$ cat config.mk
export PLATFORM = sky130hd
export DESIGN_NAME = timer_arbiter_flat
export DESIGN_NICKNAME = d
export VERILOG_FILES = /design/src/rtl/timer_arbiter_if.sv /design/src/rtl/timer_arbiter.sv /design/src/flat_wrapper.sv
export SDC_FILE = /design/constraint.sdc
export NUM_CORES = 1
export LEC_CHECK = 0
export ABC_AREA = 1
export BUFFER_PORTS_ARGS = -buffer_cell sky130_fd_sc_hd__buf_2
export CORE_UTILIZATION = 47
export CTS_CLUSTER_SIZE = 24
export DETAILED_ROUTE_END_ITERATION = 8
export HOLD_SLACK_MARGIN = 0.03
export PLACE_DENSITY = 0.93
export RECOVER_POWER = 25
export SYNTH_ARGS = -nofsm -noshare
export SYNTH_HDL_FRONTEND = slang
export SYNTH_SLANG_ARGS = --single-unit
export TNS_END_PERCENT = 10
$ cat constraint.sdc
create_clock -name clk -period 5.95 [get_ports clk]
set_input_delay 0.2975 -clock clk [delete_from_list [all_inputs] [get_ports clk]]
set_output_delay 0.2975 -clock clk [all_outputs]
set_load 0.01 [all_outputs]
$ cat src/rtl/timer_arbiter_if.sv
// Bus between the timer arbiter, its four requesters and the shared prog_timer.
// Handshake: requester i raises req[i] and holds it (level) until it sees done[i] or abandons;
// grant[i] marks ownership; tmr_start, tmr_zero and done are single-cycle pulses.
interface timer_arbiter_if #(parameter int WIDTH = 24) ();
  logic [3:0]         req;
  logic [4*WIDTH-1:0] period;
  logic [3:0]         grant;
  logic [3:0]         done;
  logic               busy;
  logic               tmr_start;
  logic [WIDTH-1:0]   tmr_load;
  logic               tmr_en;
  logic               tmr_zero;

  modport master (output req, period, tmr_zero,
                  input  grant, done, busy, tmr_start, tmr_load, tmr_en);
  modport slave  (input  req, period, tmr_zero,
                  output grant, done, busy, tmr_start, tmr_load, tmr_en);
endinterface

$ cat src/rtl/timer_arbiter.sv
// Arbitrates four requesters for one shared prog_timer (IDLE/LOAD/RUN/DONE).
// Selection is round-robin; define TIMER_ARB_FIXED_PRIO_EN for fixed priority (lowest index wins).
module timer_arbiter #(
  parameter int WIDTH = 24
) (
  input  logic           clk,
  input  logic           reset,
  timer_arbiter_if.slave bus,
  output logic [1:0]     state_dbg
);

  typedef enum logic [1:0] {
    IDLE = 2'd0,
    LOAD = 2'd1,
    RUN  = 2'd2,
    DONE = 2'd3
  } state_t;

  state_t           state;
  logic [1:0]       win_id;
  logic [WIDTH-1:0] win_period;
`ifndef TIMER_ARB_FIXED_PRIO_EN
  logic [1:0]       last_id;
  logic [1:0]       cand;
`endif

  always_comb begin
    win_id = 2'd0;
`ifdef TIMER_ARB_FIXED_PRIO_EN
    for (int i = 3; i >= 0; i--) begin
      if (bus.req[i]) win_id = 2'(i);
    end
`else
    cand = 2'd0;
    // Walk offsets farthest-first so the nearest requester after last_id wins.
    for (int k = 3; k >= 0; k--) begin
      cand = last_id + 2'(k + 1);
      if (bus.req[cand]) win_id = cand;
    end
`endif
    win_period = '0;
    for (int i = 0; i < 4; i++) begin
      if (win_id == 2'(i)) win_period = bus.period[i*WIDTH +: WIDTH];
    end
  end

  always_ff @(posedge clk or negedge reset) begin
    if (!reset) begin
      state         <= IDLE;
      bus.grant     <= '0;
      bus.done      <= '0;
      bus.tmr_start <= 1'b0;
      bus.tmr_en    <= 1'b0;
      bus.tmr_load  <= '0;
`ifndef TIMER_ARB_FIXED_PRIO_EN
      last_id       <= 2'd3;
`endif
    end else begin
      case (state)
        IDLE: begin
          if (|bus.req) begin
            state         <= LOAD;
            bus.grant     <= 4'b0001 << win_id;
            bus.tmr_load  <= win_period;
            bus.tmr_start <= |win_period;
`ifndef TIMER_ARB_FIXED_PRIO_EN
            last_id       <= win_id;
`endif
          end
        end
        LOAD: begin
          bus.tmr_start <= 1'b0;
          // A zero period never starts the timer and completes straight away.
          if (bus.tmr_load == '0) begin
            state    <= DONE;
            bus.done <= bus.grant;
          end else begin
            state      <= RUN;
            bus.tmr_en <= 1'b1;
          end
        end
        RUN: begin
          if (!(|(bus.req & bus.grant))) begin
            state      <= IDLE;
            bus.grant  <= '0;
            bus.tmr_en <= 1'b0;
          end else if (bus.tmr_zero) begin
            state      <= DONE;
            bus.done   <= bus.grant;
            bus.tmr_en <= 1'b0;
          end
        end
        DONE: begin
          state     <= IDLE;
          bus.done  <= '0;
          bus.grant <= '0;
        end
        default: state <= IDLE;
      endcase
    end
  end

  assign bus.busy  = (state != IDLE);
  assign state_dbg = state;

endmodule

$ cat src/flat_wrapper.sv
// flat-port wrapper written by rule: the top's interface ports become plain ports
module timer_arbiter_flat 
#(
  parameter int WIDTH = 24
)
  (clk, reset, state_dbg, bus_req, bus_period, bus_tmr_zero, bus_grant, bus_done, bus_busy, bus_tmr_start, bus_tmr_load, bus_tmr_en);
  timer_arbiter_if #(.WIDTH(WIDTH)) bus_i ();
  input  logic clk;
  input  logic reset;
  output logic [1:0] state_dbg;
  input wire logic [$bits(bus_i.req)-1:0] bus_req;
  input wire logic [$bits(bus_i.period)-1:0] bus_period;
  input wire logic [$bits(bus_i.tmr_zero)-1:0] bus_tmr_zero;
  output wire logic [$bits(bus_i.grant)-1:0] bus_grant;
  output wire logic [$bits(bus_i.done)-1:0] bus_done;
  output wire logic [$bits(bus_i.busy)-1:0] bus_busy;
  output wire logic [$bits(bus_i.tmr_start)-1:0] bus_tmr_start;
  output wire logic [$bits(bus_i.tmr_load)-1:0] bus_tmr_load;
  output wire logic [$bits(bus_i.tmr_en)-1:0] bus_tmr_en;
  assign bus_i.req = bus_req;
  assign bus_i.period = bus_period;
  assign bus_i.tmr_zero = bus_tmr_zero;
  assign bus_grant = bus_i.grant;
  assign bus_done = bus_i.done;
  assign bus_busy = bus_i.busy;
  assign bus_tmr_start = bus_i.tmr_start;
  assign bus_tmr_load = bus_i.tmr_load;
  assign bus_tmr_en = bus_i.tmr_en;
  timer_arbiter #(.WIDTH(WIDTH)) u_core (.clk(clk), .reset(reset), .bus(bus_i), .state_dbg(state_dbg));
endmodule
# --- Yosys cells after proc, flatten, opt, wreduce, memory -nomap -nowiden ---
# Index checks and enable logic that the tools add are counted.
classes:
  addsub: 3
  order_cmp: 4
  n_eq_ne: 13
  shift: 1
  muxes: 34
  n_bitwise: 1
  n_reduce_logical: 17
ops:
  columns: ["op", "count"]
  rows:
  - ["24-bit 2-to-1 mux", 4]
  - ["24-bit zero test", 1]
  - ["4-bit case mux with 3 select lines", 2]
  - ["24-bit OR reduction", 1]
  - ["4-bit 2-to-1 mux", 5]
  - ["2-bit 2-to-1 mux", 7]
  - ["2-bit by 3-bit less-than comparator with 1-bit output, second input constant", 4]
  - ["1-bit 2-to-1 mux", 9]
  - ["1-bit binary-select mux with 2-bit select", 4]
  - ["2-bit equality test, second input constant", 4]
  - ["2-bit case mux with 4 select lines", 1]
  - ["4-bit OR reduction", 2]
  - ["2-bit by 1-bit != test with 1-bit output, second input constant", 3]
  - ["2-bit != test, second input constant", 3]
  - ["2-bit AND reduction", 3]
  - ["3-bit AND reduction", 2]
  - ["2-bit nonzero test", 3]
  - ["3-bit nonzero test", 2]
  - ["2-bit adder, second input constant", 2]
  - ["4-bit bitwise AND", 1]
  - ["2-bit by 1-bit equality test with 1-bit output, second input constant", 2]
  - ["2-bit zero test", 2]
  - ["1-bit case mux with 2 select lines", 2]
  - ["4-bit AND reduction", 1]
  - ["other kinds (3)", 3]
word_totals:
  regBits: 38
  input_bits: 103
  output_inout_bits: 37
  wordCells: 80

# --- Longest topological paths before layout ---
depth:
  word_depth: 14
  mapped_depth: 20
  ltp_nobuf: 19

# --- Worst setup path before layout ---
# OpenSTA, ideal clock, no wires.
synth_path:
  path_type: "reg2reg"
  startpoint: "reg u_core.last_id[0]"
  endpoint: "reg u_core.bus.tmr_start"
  setup_time_ps: 119
  arrival_ps: 1977
  t_required_ps: 5831
  slack_ps: 3854
  path_stages_with_launch: 19
  n_path_buf: 1
  period_less_slack_ps: 2096
  cell_sequence: "dfstp_2 -> inv_2 -> nand2_1 -> nand2_1 -> nand2_2 -> nand2_2 -> inv_2 -> nand2_2 -> nand2_4 -> nand2_4 -> buf_4 -> nand3_1 -> nand3_1 -> nor2_1 -> nand2_1 -> nor2_1 -> nand3_1 -> nor2_1 -> nor2_1"
synth_between:
  elab_chain_cells: 14
  word_cells_on_any_way: 26
  cone_classes: "3 x add/sub; 3 x eq/ne; 18 x mux; 2 x reduce/logical"
synth_lines:
  columns: ["element", "line", "text"]
  rows:
  - ["start, declared", "timer_arbiter.sv:23", "logic [1:0] last_id;"]
  - ["start signal, assigned", "timer_arbiter.sv:67", "last_id <= win_id;"]
  - ["2-bit adder or 1-bit binary-select mux with 2-bit select (tied branches)", "timer_arbiter.sv:37, timer_arbiter.sv:38", null]
  - ["1-bit binary-select mux with 2-bit select or 1-bit 2-to-1 mux (tied branches)", "timer_arbiter.sv:38", "if (bus.req[cand]) win_id = cand;"]
  - ["1-bit 2-to-1 mux (not written as such) or 2-bit 2-to-1 mux (tied branches)", "timer_arbiter.sv:38", null]
  - ["2-bit 2-to-1 mux (2 in series)", "timer_arbiter.sv:38", null]
  - ["2-bit 2-to-1 mux (*)", "timer_arbiter.sv:38", null]
  - ["2-bit zero test", "timer_arbiter.sv:43", "if (win_id == 2'(i)) win_period = bus.period[i*WIDTH +: WIDTH];"]
  - ["24-bit 2-to-1 mux (3 in series)", "timer_arbiter.sv:43", null]
  - ["24-bit 2-to-1 mux (*)", "timer_arbiter.sv:43", null]
  - ["24-bit OR reduction (*)", "timer_arbiter.sv:65", "bus.tmr_start <= |win_period;"]
  - ["1-bit 2-to-1 mux (*)", "timer_arbiter.sv:61", "if (|bus.req) begin"]
  - ["1-bit case mux with 2 select lines (*)", "timer_arbiter.sv:59", "case (state)"]
  - ["end signal, assigned", "timer_arbiter.sv:65", null]
  - ["end, declared", "timer_arbiter_if.sv:18", "output grant, done, busy, tmr_start, tmr_load, tmr_en);"]
# Every way passes the cells marked *; elsewhere a longest branch is shown, timed or not. The select of a mux whose other input is x is not followed.
# A chain may end at the register's enable or synchronous reset.

# --- Worst setup path after layout ---
# Same ends and word-level chain as after synthesis.

==> reports/metrics.cfg <==
[status]
run_status = finished with violations
violations = capacitance limit, slew limit

[place]
gp_congestion = 0.989
placement_cell_area_mm2 = 0.00332
port_buffers = 139
place.detailed.instances = 590
post-dp-hpwl_um = 6640

[cells_and_area]
drive_gt1_share_pct = 31.2
finish.instance_area_mm2 = 0.00341
most_common_cell_after_layout_fill_and_taps_aside = sky130_fd_sc_hd__buf_2
fillCellCount = 536
finish.cell_count_without_fillers = 599
area_delta_synth_final_pct = 27.8
finish.net_count = 628
layout_common_cells = 138 x sky130_fd_sc_hd__buf_2, 126 x sky130_fd_sc_hd__nand2_1, 53 x sky130_fd_sc_hd__nand3_1, 41 x sky130_fd_sc_hd__nor2_1, 36 x sky130_fd_sc_hd__dfrtp_1

[logic_synthesis]
synth_area_leader_cell = sky130_fd_sc_hd__dfrtp_1
syn_inst = 398
syn-mean-instance-area_um2 = 6.71
area_fraction_in_compound_gates_after_synthesis_pct = 7.27
synthAdderAreaFrac_pct = 0
synthDominantCellAreaShare_pct = 33.8
ys.warnings.count = 0
ys_types = 30
mappedNetlistArea_mm2 = 0.00267
yosys.area_share.xor_xnor_pct = 0
dominant_combinational_cell_family_by_area_after_synthesis = simple AND/OR/NAND/NOR gates
ys_ff_latch = 38
ys_async_sr_fraction_pct = 100
post_synth_simple_gate_area_pct = 46.6
mux_contribution_to_synthesized_area_pct = 0
most_used_flip_flop_cell_after_synthesis = sky130_fd_sc_hd__dfrtp_1
synth.net_count = 501
synth_edf_count = 0
seq_total_area_yosys_pct = 35.7
synth_top_cells_by_area = sky130_fd_sc_hd__dfrtp_1 34%, sky130_fd_sc_hd__nand2_1 18%, sky130_fd_sc_hd__nand3_1 9.9%

[timing]
timing.max_slew.rel_slack_pct = -34.2
timing_worst_slew_pin_value_ns = 2.01
finish_stage_setup_viols = 0
clock.fmax_mhz = 336
unrepaired_setup_endpoints_after_global_routing = false
setup_tns_after_final_layout_ns = 0
final.period_utilization_pct = 50.1
final_max_slew_viol_count = 39
timing.final.hold_violations = 0
period_needed_ns = 2.98
final.setup_skew_ns = 0.00507

[power]
design_power_total_mw = 2.38
max_vdd_drop_uv = 526
total_leakage_power_nw = 1.88
total_power_density_per_cell_area_mw_per_mm2 = 698

[setup_path]
critPathLaunchType = flip-flop
worstPathRequired_ns = 6.17
cp_max_stage_delay_ns = 0.60
crit_path_cell_trace = inv_2 -> nand2_1 -> nand2_1 -> nand2_2 -> nand2_2 -> inv_2 -> nand2_2 -> nand2_4 -> nand2_4 -> nor2_4 -> nand2_1 -> nand3_1 -> nor2_1 -> nand2_1 -> nor2_1 -> nand3_1 -> nor2_1 -> nor2_1
crit_type = reg -> reg
timing.critical_path.slowest_stage_cell = sky130_fd_sc_hd__dfstp_2
worst_setup_path_end_kind = flip-flop
cp_max_fo = 42
crit_arrival_ns = 3.20

[clock_tree]
ctsLongestPathBuffers = 2
cts_resized = 0
clock_tree.root_cell = sky130_fd_sc_hd__clkbuf_8
htreeDepth = 2
cts.sink_count = 38
worst_skew_pair.late_latency_ns = 0.29
numCtsBuffers = 5
post_cts.repair.setup_buffers = 0
clk_slew_on_worst_s_h_paths_ns = 0.08
cts_tree = built
post_cts_hold_buffer_count = 0

[flow_run]
max_cap_viol_count = 1

[grt]
wire_length_of_the_first_global_routing_pass_um = 14300
maximum_number_of_pins_on_one_net_before_global_route_repair = 43
first_global_vias = 3080
grt.met2_usage_pct = 47.8
grt.met1_usage_pct = 41.1
antenna_found_initial = 0
grt_use_met3_pct = 4.24
grt-busiest-layer = met2
global_route.overflow_total = 0
grt.total_usage_pct = 30.1

[detailed_routing]
final_wl_um = 8580
detail_route.first_pass.iterations = 5
vias_per_std_cell = 5.48
routed_wire_length_per_instance_um = 14.3
drt_drc_violations_left = 0
detailedRoute.firstIterationViolations = 346
drt_antenna_net_count = 0
detailroute.via_count = 3282

[die]
placementRows = 27
die_x_um = 77.4
area_enclosed_by_the_die_boundary_mm2 = 0.00598
placeableCoreArea_mm2 = 0.00547
initial_util_pct = 48.8
die_y_um = 77.4
io_pins = 140

[worst_hold_path]
hp-class = in -> reg

==> flip-flops by register name, indices dropped and copies added (netlist names) <==
register	flops
u_core.bus.tmr_en	1
u_core.last_id	2
u_core.bus.tmr_load	24
u_core.state_dbg	2
u_core.bus.grant	4
u_core.bus.tmr_start	1
u_core.bus.done	4
==> report_power, final <==
| group | switching, mW | total, mW | internal, mW |
|---|---|---|---|
| registers | 0.100 | 0.491 | 0.390 |
| logic | 1.19 | 1.71 | 0.521 |
| clock network | 0.0897 | 0.183 | 0.0935 |
| total | 1.38 | 2.38 | 1.01 |
==> path summary, 6_finish.rpt <==
| kind | startpoint | to | slack (ns) | depth (start not counted) |
|---|---|---|---|---|
| max | u_core.last_id[0] | u_core.bus.tmr_start | 2.97 | 18 |
| min | bus_tmr_zero | u_core.bus.tmr_en | 0.32 | 4 |
| max reg2reg | u_core.last_id[0] | u_core.bus.tmr_start | 2.97 | 18 |
| min reg2reg | u_core.bus.done[3] | u_core.bus.done[3] | 0.48 | 2 |
| max in group asynchronous | reset | u_core.bus.tmr_load[23] | 4.22 | 1 |
| min in group asynchronous | reset | u_core.bus.tmr_load[9] | 0.57 | 1 |
==> routing by layer <==
metal  routed length (µm)  vias to the layer above  share of wire [%]
li1                     -                     1571                  -
met1                 3660                     1489                 43
met2                 3940                      200                 46
met3                  735                       22                8.6
met4                  235                        0                2.7
met5                    0                        -                  0
==> synthesized netlist by cell type (2+ instances only) <==
master and instances:
sky130_fd_sc_hd__a21oi_1 2, sky130_fd_sc_hd__a31oi_1 2, sky130_fd_sc_hd__buf_2 4, sky130_fd_sc_hd__buf_4 3
sky130_fd_sc_hd__buf_6 5, sky130_fd_sc_hd__clkbuf_1 5, sky130_fd_sc_hd__dfrtp_1 36, sky130_fd_sc_hd__dfstp_2 2
sky130_fd_sc_hd__inv_1 32, sky130_fd_sc_hd__inv_2 4, sky130_fd_sc_hd__nand2_1 126, sky130_fd_sc_hd__nand2_2 6
sky130_fd_sc_hd__nand2_4 3, sky130_fd_sc_hd__nand3_1 53, sky130_fd_sc_hd__nand4_1 29, sky130_fd_sc_hd__nor2_1 41
sky130_fd_sc_hd__nor4_1 6, sky130_fd_sc_hd__o21ai_0 21, sky130_fd_sc_hd__o21ai_1 2, sky130_fd_sc_hd__o22ai_1 3
sky130_fd_sc_hd__o31ai_1 4
==> metrics by stage <==
step	utilization [%]	setup slack [ns]	hold slack, ns
after floorplan	-	3.85	0.00191
after global placement	60.6	3.18	0.426
after detailed placement	60.6	3.04	0.443
after CTS	62.3	3.02	0.133
after global routing	62.3	2.73	0.369
final	62.3	2.97	0.320
==> kinds of logic after synthesis <==
family / after synthesis
flip-flops: 38
AND/OR/NAND/NOR: 269
AO/OA/AOI/OAI: 35
buffers and inverters: 56
==> critical path: cells and delay by family (launching register included) <==
family | cells | cell delay [ns]
simple gates | 16 | 2.08
buf+inv | 2 | 0.20
flops | 1 | 0.60
==> layout make-up <==
type	count	area (µm²)	share of cell area, %
Tap cell	72	90.1	2.64
Clock buffer	7	86.3	2.53
Sequential cell	38	953	28.0
Multi-Input combinational cell	304	1440	42.1
Timing Repair Buffer	139	694	20.4
Antenna cell	1	2.50	0.0734
Inverter	37	141	4.15
Clock inverter	1	5.00	0.147
Power figures use the tool's default switching activity.
